===== src/rtl/prog_loader.sv =====
// prog_loader: loads a length-prefixed big-endian word stream into program RAM, then hands the RAM back to the processor.
// Define PROG_LOADER_CHECKSUM_EN to require a trailing 16-bit sum of the program words.
module prog_loader #(
  parameter int ADDR_W = 7,
  parameter int DEPTH = 128,
  parameter int DATA_W = 16
) (
  input  logic              clk,
  input  logic              rst_n,
  input  logic              load_req,
  input  logic              in_valid,
  input  logic [7:0]        in_data,
  output logic              in_ready,
  input  logic [ADDR_W-1:0] proc_pc,
  input  logic              proc_read_en,
  output logic [ADDR_W-1:0] ram_addr,
  output logic              ram_read_en,
  output logic              ram_write_en,
  output logic [DATA_W-1:0] ram_din,
  output logic              start,
  output logic              busy,
  output logic              done,
  output logic              err,
  output logic [ADDR_W:0]   words_loaded
);
  localparam logic [3:0] IDLE = 4'd0, LEN_HI = 4'd1, LEN_LO = 4'd2, DAT_HI = 4'd3, DAT_LO = 4'd4;
  localparam logic [3:0] DONE = 4'd7, ERR = 4'd8;
  localparam logic [15:0] DEPTH_W = 16'(DEPTH);
`ifdef PROG_LOADER_CHECKSUM_EN
  localparam logic [3:0] CS_HI = 4'd5, CS_LO = 4'd6, LAST = CS_HI;
`else
  localparam logic [3:0] LAST = DONE;
`endif
  logic [3:0]        state_q, state_d;
  logic [7:0]        hi_q, hi_d;
  logic [ADDR_W:0]   len_q, len_d, words_q, words_d;
  logic [DATA_W-1:0] din_q, din_d;
  logic [ADDR_W-1:0] addr_q, addr_d;
  logic              we_q, we_d, take;
  logic [15:0]       word;
  assign in_ready = state_q != IDLE && state_q != DONE && state_q != ERR;
  assign take = in_valid && in_ready;
  assign word = {hi_q, in_data};
`ifdef PROG_LOADER_CHECKSUM_EN
  logic [15:0] sum_q, sum_d;
  always_comb sum_d = load_req ? '0 : (take && state_q == DAT_LO) ? sum_q + word : sum_q;
  always_ff @(posedge clk or negedge rst_n)
    if (!rst_n) sum_q <= '0;
    else sum_q <= sum_d;
`endif
  always_comb begin
    state_d = state_q;
    hi_d = hi_q;
    len_d = len_q;
    words_d = words_q;
    din_d = din_q;
    addr_d = addr_q;
    we_d = 1'b0;
    if (load_req) begin
      state_d = LEN_HI;
      words_d = '0;
    end else if (take) begin
      case (state_q)
        LEN_HI, DAT_HI: begin
          hi_d = in_data;
          state_d = state_q + 4'd1;
        end
        LEN_LO: begin
          len_d = word[ADDR_W:0];
          state_d = (word == 16'd0 || word > DEPTH_W) ? ERR : DAT_HI;
        end
        DAT_LO: begin
          din_d = DATA_W'(word);
          addr_d = words_q[ADDR_W-1:0];
          we_d = 1'b1;
          words_d = words_q + 1'b1;
          state_d = (words_d == len_q) ? LAST : DAT_HI;
        end
`ifdef PROG_LOADER_CHECKSUM_EN
        CS_HI: begin
          hi_d = in_data;
          state_d = CS_LO;
        end
        CS_LO: state_d = (word == sum_q) ? DONE : ERR;
`endif
        default: ;
      endcase
    end
  end
  always_ff @(posedge clk or negedge rst_n)
    if (!rst_n) begin
      state_q <= IDLE;
      hi_q <= '0;
      len_q <= '0;
      words_q <= '0;
      din_q <= '0;
      addr_q <= '0;
      we_q <= 1'b0;
    end else begin
      state_q <= state_d;
      hi_q <= hi_d;
      len_q <= len_d;
      words_q <= words_d;
      din_q <= din_d;
      addr_q <= addr_d;
      we_q <= we_d;
    end
  // the final write pulse keeps the loader on the RAM port and holds off done/start for one cycle
  assign busy = in_ready || we_q;
  assign done = state_q == DONE && !we_q;
  assign start = done;
  assign err = state_q == ERR;
  assign ram_addr = busy ? addr_q : proc_pc;
  assign ram_read_en = !busy && proc_read_en;
  assign ram_write_en = we_q;
  assign ram_din = din_q;
  assign words_loaded = words_q;
endmodule


===== config.mk =====
export PLATFORM = sky130hd
export DESIGN_NAME = prog_loader
export DESIGN_NICKNAME = d
export VERILOG_FILES = /design/src/rtl/prog_loader.sv
export SDC_FILE = /design/constraint.sdc
export NUM_CORES = 1
export LEC_CHECK = 0
export CAP_MARGIN = 20
export CORE_MARGIN = 5
export CORE_UTILIZATION = 51
export DETAILED_ROUTE_END_ITERATION = 8
export PLACE_DENSITY = 0.8
export SLEW_MARGIN = 5
export SYNTH_ARGS = -nofsm -noshare
export SYNTH_HDL_FRONTEND = slang
export SYNTH_SLANG_ARGS = --single-unit

===== constraint.sdc =====
create_clock -name clk -period 3 [get_ports clk]
set_clock_uncertainty 0.05 [all_clocks]
set_input_delay 0.3 -clock clk [delete_from_list [all_inputs] [get_ports clk]]
set_output_delay 0.3 -clock clk [all_outputs]
set_load 0.02 [all_outputs]

==> run_results.csv, run 1 <==
group,metric,value,unit
synthesis,syn_area_per_cell,11.94,sq um
placed_design,gp_congestion,0.8507,
sta,final.period_utilization,96.26,%
routing,drc_errors,0,
worst_hold_path,hp-class,"reg2reg",
synthesis,yosysTopAreaCell,"dfrtp_1",
routing,routed_via_density,5.609,
synthesis,synth_area,2699,sq um
final_layout,final_cell_mix,"52 x dfrtp_1, 51 x clkdlybuf4s50_1, 37 x mux2_1",
clock_tree,cts_sinks,52,
clock_tree,clockBufferDepth,2,
final_layout,area_delta_synth_final,28.23,%
synthesis,synth_top_area_share,48.22,%
synthesis,synthXorXnorAreaFrac,4.543,%
critical_path,crit_family,"buffers and inverters",
routing,dr_total_vias,2008,
flow_run,drv_cap,0,
synthesis,synth_top_family_by_area,"multiplexers",
synthesis,synth.distinct_cells,46,
routing,routed_wl,5915,um
sta,worst_hold_slack,0.4382,ns
sta,fin_crit,2.888,ns
routing,final_antenna_net_count,0,
synthesis,synth_cells,226,
floorplanning,die_area,6847,sq um
floorplanning,io_pins,58,
power_and_ir_drop,power_leakage,1.653,nW
synthesis,synthArstFlopShare,100.0,%
critical_path,critPathCaptureType,"output port",
sta,final_max_slew_viol_count,0,
clock_tree,h-tree-depth,2,
floorplanning,die_h,82.75,um
global_route,grt_pass1_vias,1998,
synthesis,synthMuxAreaShare,19.56,%
floorplanning,fp.dieW,82.75,um
placed_design,portBuffers,57,
final_layout,final_layout_size_suffix_gt1_share,11.81,%
global_route,grt_overflow,0,
synthesis,synth_edf_count,0,
power_and_ir_drop,peakVddDrop,0.4065,mV
floorplanning,start_util,52.51,%
sta,rsz0062_at_grt,"no",
sta,worst_slew_pin_slew,0.6492,ns
synthesis,ys_seq_area_share,48.22,%
critical_path,cp_max_fo,5,
final_layout,final_common_cell,"dfrtp_1",
critical_path,crit_buf_inv,3,
clock_tree,clock-root-buffer,"clkbuf_8",
critical_path,worstPathRequired,2.65,ns
routing,first_iter_violations,179,
global_route,antenna_found_initial,0,
synthesis,synth_area_leaders,"dfrtp_1 48%, mux2_1 15%, mux2_2 3.8%",
synthesis,syn-num-nets,251,
global_route,grt_max_degree,31,
power_and_ir_drop,power_density,716.8,nW/um^2
routing,routedWlPerCell,16.52,um
synthesis,synthAdderAreaFrac,2.318,%
clock_tree,tritoncts,"built",
synthesis,synth_flop_cell,"dfrtp_1",
synthesis,synth-seq-cells,52,
sta,setup_viol,0,
status,status,"completed",
sta,hold_violations,0,
sta,timing.fmax,0.3463,GHz
critical_path,slowest_delay,0.53,ns
global_route,grtUsageTotal,19.08,%
routing,firstDrtPassIters,4,
critical_path,cp_common_cell,"inv_1",
clock_tree,clk_pin_slew_worst_paths,0.09,ns
floorplanning,coreArea,5140,sq um
critical_path,crit_arrival,2.54,ns
sta,tns,0,ns
synthesis,synth-compound-area-share,6.676,%
clock_tree,cts-buffers-inserted,5,
floorplanning,num_rows,26,
placed_design,dp_hpwl,4331,um
clock_tree,clk_latency,0.32,ns
critical_path,startpoint_type,"register",
critical_path,path_class,"reg2out",
critical_path,path_cells,"inv_1, ha_2, inv_1, a2bb2oi_4, nor2_4, mux2_2, clkdlybuf4s50_1",
critical_path,slowest_stage,"clkdlybuf4s50_1",
final_layout,diodes,0,
synthesis,yosys_warnings,0,
synthesis,yosys.area_share.simple,14.88,%
sta,relSlewSlack,56.39,%
global_route,grt_pass1_wl,9894,um
final_layout,final_nets,312,
## flip-flops by register name, indices dropped and copies added, names as in the netlist
signal and flops:
addr_q 7, hi_q 8, len_q 8, ram_din 16
ram_write_en 1, state_q 4, words_loaded 8
## timing repair
item,CTS,global route
gates cloned,1,0
setup endpoints to repair,8,7
resized for setup,2,7
pin swaps,1,1
hold endpoints to repair,29,0
buffers inserted,0,3
hold buffers,1,0
## metal layers
| layer | GRT usage (%) | up-vias | wire length [um] |
|---|---|---|---|
| met5 | 0 | - | 0 |
| met4 | 3.922 | 0 | 67 |
| met3 | 5.206 | 10 | 355 |
| met2 | 32.29 | 69 | 2901 |
| met1 | 24.57 | 1005 | 2590 |
| li1 | - | 924 | - |
## report_power, final
part	switching, mW	internal [mW]	leakage [nW]
logic	0.515	0.542	0.911
clock network	0.242	0.168	0.0485
registers	0.138	0.876	0.694
total	0.895	1.59	1.65
## stage by stage
step | setup WS (ns) | power, mW | instance area, sq um | util [%] | cells
floorplan | 0.7382 | 1.640 | 2699 | - | 226
finish | 0.1123 | 2.481 | 3461 | 67.33 | 358
global placement | 0.3052 | 1.987 | 3294 | 64.09 | 345
CTS | 0.04463 | 2.451 | 3410 | 66.33 | 355
detailed placement | 0.2037 | 2.018 | 3294 | 64.09 | 345
global route | 0.005506 | 2.642 | 3461 | 67.33 | 358
## worst paths after layout
check	start	to	slack [ns]	depth (start not counted)
hold reg to reg	addr_q[4]	addr_q[4]	0.44	1
min in group asynchronous	rst_n	len_q[1]	0.49	2
max in group asynchronous	rst_n	ram_din[2]	1.66	3
setup reg to reg	state_q[0]	ram_din[2]	0.50	6
setup / recovery	state_q[0]	ram_addr[2]	0.11	7
hold / removal	addr_q[4]	addr_q[4]	0.44	1
## cells in the mapped netlist, drive strengths merged (2+ instances only)
cell / count
xnor2: 10
dfrtp: 52
buf: 9
nand3b: 2
nor4: 7
o21ai: 7
and3: 2
a21oi: 13
xor2: 4
mux2: 46
nand2b: 4
or3: 5
inv: 6
nand3: 6
nor3: 5
nor2: 14
clkbuf: 2
ha: 5
nand2: 9
## cell families (layout without fill, tap and decap cells)
family | after synthesis | count (layout)
DFF | 52 | 52
AOI/OAI and AO/OA | 29 | 29
adders and majority gates | 5 | 5
xor gates and xnor gates | 14 | 14
and+or+nand+nor | 62 | 63
muxes | 47 | 47
buffers and inverters | 17 | 78
## area by class of cell
class                           count  area (sq um)
Sequential cell                    52          1301
Clock buffer                        5         68.82
Clock inverter                      3         22.52
Tap cell                           70         87.58
Inverter                            6         22.52
Fill cell                         401          1679
Multi-Input combinational cell    158          1325
Timing Repair Buffer               64         633.1
No activity file was read; power rests on OpenSTA's default activity.
==> run 2, diff against run 1 <==
--- a/config.mk
+++ b/config.mk
@@ -6,6 +6,7 @@
 export NUM_CORES = 1
 export LEC_CHECK = 0
 export CAP_MARGIN = 20
+export CORE_ASPECT_RATIO = 1.2
 export CORE_MARGIN = 5
 export CORE_UTILIZATION = 51
 export DETAILED_ROUTE_END_ITERATION = 8
==> run 2 against run 1 <==
Net effect:
- worst hold slack improved by 0.0057 ns
- via count decreased by 2.2%
- routed wire length decreased by 1.3%
- flip-flop and latch count unchanged
- maximum frequency increased by 0.45%
- power increased by 0.51%
- global-route usage decreased by 1.4 points
- final cell count decreased by 1.7%
- clock power increased by 3%
==> run_results.csv, run 2 (synthesis gave the netlist of run 1 again) <==
group,metric,value,unit
status,status,"completed",
critical_path,rrSetupSlack,0.47,ns
final_layout,largest_register_ffs,16,
clock_tree,clockBufferDepth,2,
power_and_ir_drop,internal-power,1.598,mW
critical_path,crit_arrival,2.52,ns
final_layout,fillers,408,
power_and_ir_drop,power_leakage,1.658,nW
clock_tree,clk_latency,0.31,ns
placed_design,gp_congestion,0.8236,
global_route,grt_max_degree,30,
clock_tree,h-tree-depth,2,
final_layout,diodes,0,
floorplanning,fp.dieW,76.41,um
clock_tree,clk_pin_slew_worst_paths,0.10,ns
critical_path,worstPathRequired,2.65,ns
sta,timing.fmax,0.3479,GHz
power_and_ir_drop,total_power,2.493,mW
placed_design,portBuffers,57,
routing,routedWlPerCell,16.58,um
critical_path,startpoint_type,"register",
sta,rsz0062_at_grt,"no",
critical_path,rr_endpoint,"ram_din[10]",
flow_run,drv_cap,0,
critical_path,reg2reg_depth,6,
worst_hold_path,whs_endpoint,"addr_q[4]",
final_layout,final_nets,314,
final_layout,area_delta_synth_final,28.05,%
global_route,grtUsageTotal,17.65,%
routing,dr_total_vias,1963,
worst_hold_path,min_from,"addr_q[4]",
power_and_ir_drop,clockPowerShare,17.0,%
critical_path,critPathCaptureType,"output port",
routing,final_antenna_net_count,0,
critical_path,path_class,"reg2out",
global_route,grt_overflow,0,
floorplanning,num_rows,29,
global_route,grt_pass1_vias,2042,
final_layout,fin_area,3456,sq um
final_layout,final_cell_mix,"52 x dfrtp_1, 51 x clkdlybuf4s50_1, 37 x mux2_1",
clock_tree,cts_sinks,52,
worst_hold_path,hold_depth,1,
routing,routed_wl,5836,um
sta,fin_crit,2.875,ns
sta,hold_violations,0,
final_layout,final_layout_size_suffix_gt1_share,12.41,%
routing,first_iter_violations,96,
clock_tree,cts-buffers-inserted,5,
routing,drc_errors,0,
routing,routed_via_density,5.577,
placed_design,dp_hpwl,4307,um
power_and_ir_drop,p_switching,895.1,uW
sta,worst_slew_pin_slew,0.5890,ns
final_layout,final_common_cell,"dfrtp_1",
clock_tree,clock-root-buffer,"clkbuf_8",
clock_tree,tritoncts,"built",
sta,tns,0,ns
global_route,grt_pass1_wl,9729,um
power_and_ir_drop,swShare,35.90,%
critical_path,cp_max_fo,5,
power_and_ir_drop,power_density,721.5,nW/um^2
sta,final.period_utilization,95.82,%
power_and_ir_drop,peakVddDrop,0.5802,mV
floorplanning,coreArea,5225,sq um
floorplanning,die_area,6852,sq um
sta,relSlewSlack,60.44,%
sta,setup_viol,0,
placed_design,dpl_cell_area,3284,sq um
critical_path,startpoint,"state_q[0]",
floorplanning,io_pins,58,
critical_path,rr_startpoint,"state_q[0]",
power_and_ir_drop,comb_power_share,42.2,%
global_route,antenna_found_initial,0,
sta,final_max_slew_viol_count,0,
worst_hold_path,hp-class,"reg2reg",
power_and_ir_drop,seqPwrFrac,40.8,%
floorplanning,die_h,89.69,um
floorplanning,start_util,51.65,%
routing,firstDrtPassIters,4,
## run 2: cell count changes in the layout (fill, tap and decap cells not counted)
cell        change
buf_4           +3
inv_6           -1
inv_8           +1
clkinvlp_4      +1
a2bb2oi_4       -1
nor2_4          -1
a2bb2oi_2       +1
clkinv_2        -1
## run 2: metrics by stage
stage	utilization [%]	instances	worst slack [ns]	hold WS [ns]
after detailed placement	62.86	337	0.1975	0.2744
after global routing	66.14	352	0.03092	0.4592
final	66.14	352	0.1253	0.4439
after floorplan	-	226	0.7382	-0.04559
after global placement	62.86	337	0.2807	0.2640
after CTS	65.18	347	0.02385	0.4481
## run 2: metal layers
metal	vias to the layer above	wire, um	global-route usage (%)
li1	933	-	-
met1	954	2352	19.33
met2	66	2946	32.63
met3	10	419	5.389
met4	0	119	6.359
met5	-	0	0
## run 2: power by group through the flow
stage | Sequential, mW | Combinational [mW] | Clock (mW)
final | 1.02 | 1.05 | 0.423
after global routing | 1.04 | 1.14 | 0.467
after CTS | 1.02 | 1.01 | 0.440
after detailed placement | 1.03 | 0.987 | 0
after global placement | 1.02 | 0.968 | 0
after floorplan | 1.06 | 0.578 | 0
## run 2: worst max path at each step
stage	end	slack [ns]	depth (start not counted)
4_1_cts	ram_addr[0]	0.02	7
3_5_place_dp	ram_addr[0]	0.20	7
3_3_place_gp	ram_addr[6]	0.28	7
2_1_floorplan	hi_q[2]	0.74	7
6_report	ram_addr[0]	0.13	7
5_1_grt	ram_addr[0]	0.03	7
## run 2: critical path: stages (launching register included)
cell	delay, ns
dfrtp_1	0.44
inv_1	0.15
ha_2	0.25
inv_1	0.11
a2bb2oi_2	0.20
nor2_4	0.17
mux2_2	0.35
clkdlybuf4s50_1	0.54
## run 2: repair_timing
action / 4_1_cts / 5_1_grt
setup endpoints to repair: 8 / 8
hold endpoints to repair: 23 / 0
buffers inserted: 1 / 5
resized for setup: 2 / 5
hold buffers: 1 / 0
pin swaps: 0 / 0
## run 2: cell type report
| type | instances | area (sq um) | area share, % |
|---|---|---|---|
| Inverter | 6 | 22.52 | 0.6517 |
| Tap cell | 62 | 77.57 | 2.245 |
| Clock inverter | 3 | 27.53 | 0.7965 |
| Clock buffer | 5 | 68.82 | 1.991 |
| Timing Repair Buffer | 67 | 655.6 | 18.97 |
| Sequential cell | 52 | 1301 | 37.65 |
| Multi-Input combinational cell | 157 | 1303 | 37.69 |
==> run 3, diff against run 2 <==
--- a/config.mk
+++ b/config.mk
@@ -7,7 +7,7 @@
 export LEC_CHECK = 0
 export CAP_MARGIN = 20
 export CORE_ASPECT_RATIO = 1.2
-export CORE_MARGIN = 5
+export CORE_MARGIN = 3
 export CORE_UTILIZATION = 51
 export DETAILED_ROUTE_END_ITERATION = 8
 export PLACE_DENSITY = 0.8
==> run 3 against run 2 <==
Net effect:
- global-route usage is 1.3 points higher
- critical path type unchanged
- die area is 9.5% lower
- critical path depth stayed put
- routed wire length is 5.0% lower
- combinational power hardly changed
- core utilization is 2.5 points higher
==> run_results.csv, run 3 (synthesis gave the netlist of run 1 again) <==
group,metric,value,unit
routing,first_iter_violations,114,
critical_path,startpoint_type,"register",
critical_path,path_class,"reg2out",
placed_design,portBuffers,57,
status,status,"completed",
clock_tree,cts_sinks,52,
clock_tree,clk_latency,0.30,ns
sta,setup_viol,0,
critical_path,cp_max_fo,5,
final_layout,final_nets,310,
floorplanning,start_util,53.87,%
power_and_ir_drop,p_switching,889.4,uW
sta,tns,0,ns
sta,rsz0062_at_grt,"no",
floorplanning,die_area,6204,sq um
routing,drc_errors,0,
power_and_ir_drop,power_leakage,1.640,nW
placed_design,dp_slack,0.1937,ns
final_layout,diodes,0,
sta,timing.fmax,0.3499,GHz
floorplanning,io_pins,58,
routing,final_antenna_net_count,0,
power_and_ir_drop,internal-power,1.575,mW
floorplanning,num_rows,28,
critical_path,critPathCaptureType,"output port",
critical_path,crit_buf_inv,3,
power_and_ir_drop,seqPwrFrac,41.2,%
routing,routed_via_density,5.630,
global_route,grt_pass1_wl,9349,um
final_layout,fillers,389,
clock_tree,clk_pin_slew_worst_paths,0.10,ns
final_layout,final_cell_mix,"52 x dfrtp_1, 51 x clkdlybuf4s50_1, 37 x mux2_1",
power_and_ir_drop,clockPowerShare,16.9,%
routing,routed_wl,5546,um
global_route,grtUsageTotal,18.97,%
floorplanning,fp.dieW,72.41,um
power_and_ir_drop,swShare,36.09,%
floorplanning,die_h,85.69,um
global_route,antenna_found_initial,0,
sta,final_max_slew_viol_count,0,
critical_path,worstPathRequired,2.65,ns
worst_hold_path,hp-class,"reg2reg",
critical_path,crit_arrival,2.51,ns
power_and_ir_drop,power_density,716.8,nW/um^2
power_and_ir_drop,comb_power_share,41.9,%
routing,dr_total_vias,1948,
sta,fin_crit,2.858,ns
flow_run,drv_cap,0,
final_layout,final_layout_size_suffix_gt1_share,11.19,%
critical_path,crit_family,"buffers and inverters",
clock_tree,clock-root-buffer,"clkbuf_8",
routing,firstDrtPassIters,4,
final_layout,final_common_cell,"dfrtp_1",
clock_tree,clockBufferDepth,2,
sta,relSlewSlack,53.99,%
floorplanning,coreArea,5010,sq um
critical_path,cp_common_cell,"inv_1",
critical_path,slowest_stage,"clkdlybuf4s50_1",
clock_tree,tritoncts,"built",
final_layout,largest_register_ffs,16,
critical_path,path_cells,"inv_1, ha_2, inv_1, a2bb2oi_4, nor2_4, mux2_2, clkdlybuf4s50_1",
routing,routedWlPerCell,16.03,um
sta,timing.final.ws_setup,0.1418,ns
sta,hold_violations,0,
global_route,grt_overflow,0,
sta,final.period_utilization,95.27,%
final_layout,area_delta_synth_final,27.40,%
power_and_ir_drop,peakVddDrop,0.4710,mV
clock_tree,h-tree-depth,2,
clock_tree,cts-buffers-inserted,5,
global_route,grt_max_degree,33,
placed_design,dp_hpwl,4090,um
placed_design,gp_congestion,0.8337,
critical_path,slowest_delay,0.53,ns
global_route,grt_pass1_vias,2074,
sta,worst_slew_pin_slew,0.6902,ns
-- run 3: per-stage QoR --
stage	power [mW]	cell area (sq um)	instances	utilization (%)	hold slack (ns)
final	2.465	3438	346	68.63	0.4406
after global routing	2.619	3438	346	68.63	0.4702
after CTS	2.457	3400	345	67.86	0.4496
after detailed placement	2.017	3282	335	65.51	0.3328
after global placement	1.981	3282	335	65.51	0.3342
after floorplan	1.640	2699	226	-	-0.04559
-- run 3: metal layers --
metal  track usage, %  share of wire, %
met5                0                 0
met4            6.376               1.7
met3            4.455               5.6
met2            33.31                51
met1            22.62                42
-- run 3: worst reg2reg max path, delay by kind of cell (launching register included) --
kind / cells / cell delay (ns)
fa+ha+maj: 1 / 0.25
simple gates: 3 / 1.14
flops: 1 / 0.45
mux: 1 / 0.38
buf+inv: 1 / 0.15
-- run 3: timing repair --
item | in CTS | in global routing
gates resized for setup | 1 | 8
setup endpoints to repair | 8 | 7
hold buffers | 1 | 0
pin swaps | 1 | 1
setup buffers | 0 | 1
endpoints found under the hold margin | 26 | 0
cloned | 1 | 0
-- run 3: worst paths after layout --
check / cells after the start / end / startpoint / slack, ns
hold / removal: 1 / addr_q[6] / addr_q[6] / 0.44
setup / recovery: 7 / ram_addr[0] / state_q[0] / 0.14
min in group asynchronous: 2 / words_loaded[3] / rst_n / 0.52
setup reg to reg: 6 / ram_din[9] / state_q[0] / 0.47
max in group asynchronous: 3 / ram_din[9] / rst_n / 1.65
hold reg to reg: 1 / addr_q[6] / addr_q[6] / 0.44
-- run 3: power groups by stage --
| stage | Clock [mW] | Sequential (mW) | Combinational [mW] |
|---|---|---|---|
| after CTS | 0.432 | 1.02 | 1.01 |
| after global placement | 0 | 1.02 | 0.962 |
| final | 0.418 | 1.02 | 1.03 |
| after global routing | 0.455 | 1.04 | 1.12 |
| after floorplan | 0 | 1.06 | 0.578 |
| after detailed placement | 0 | 1.03 | 0.988 |
-- run 3: cell type report --
type | count | area [sq um] | area share (%)
well taps | 60 | 75.07 | 2.183
flip-flops and latches | 52 | 1301 | 37.85
inverters | 6 | 22.52 | 0.6550
clock buffers | 5 | 68.82 | 2.001
multi-input cells | 158 | 1325 | 38.54
repair buffers | 62 | 618.1 | 17.98
clock inverters | 3 | 27.53 | 0.8006
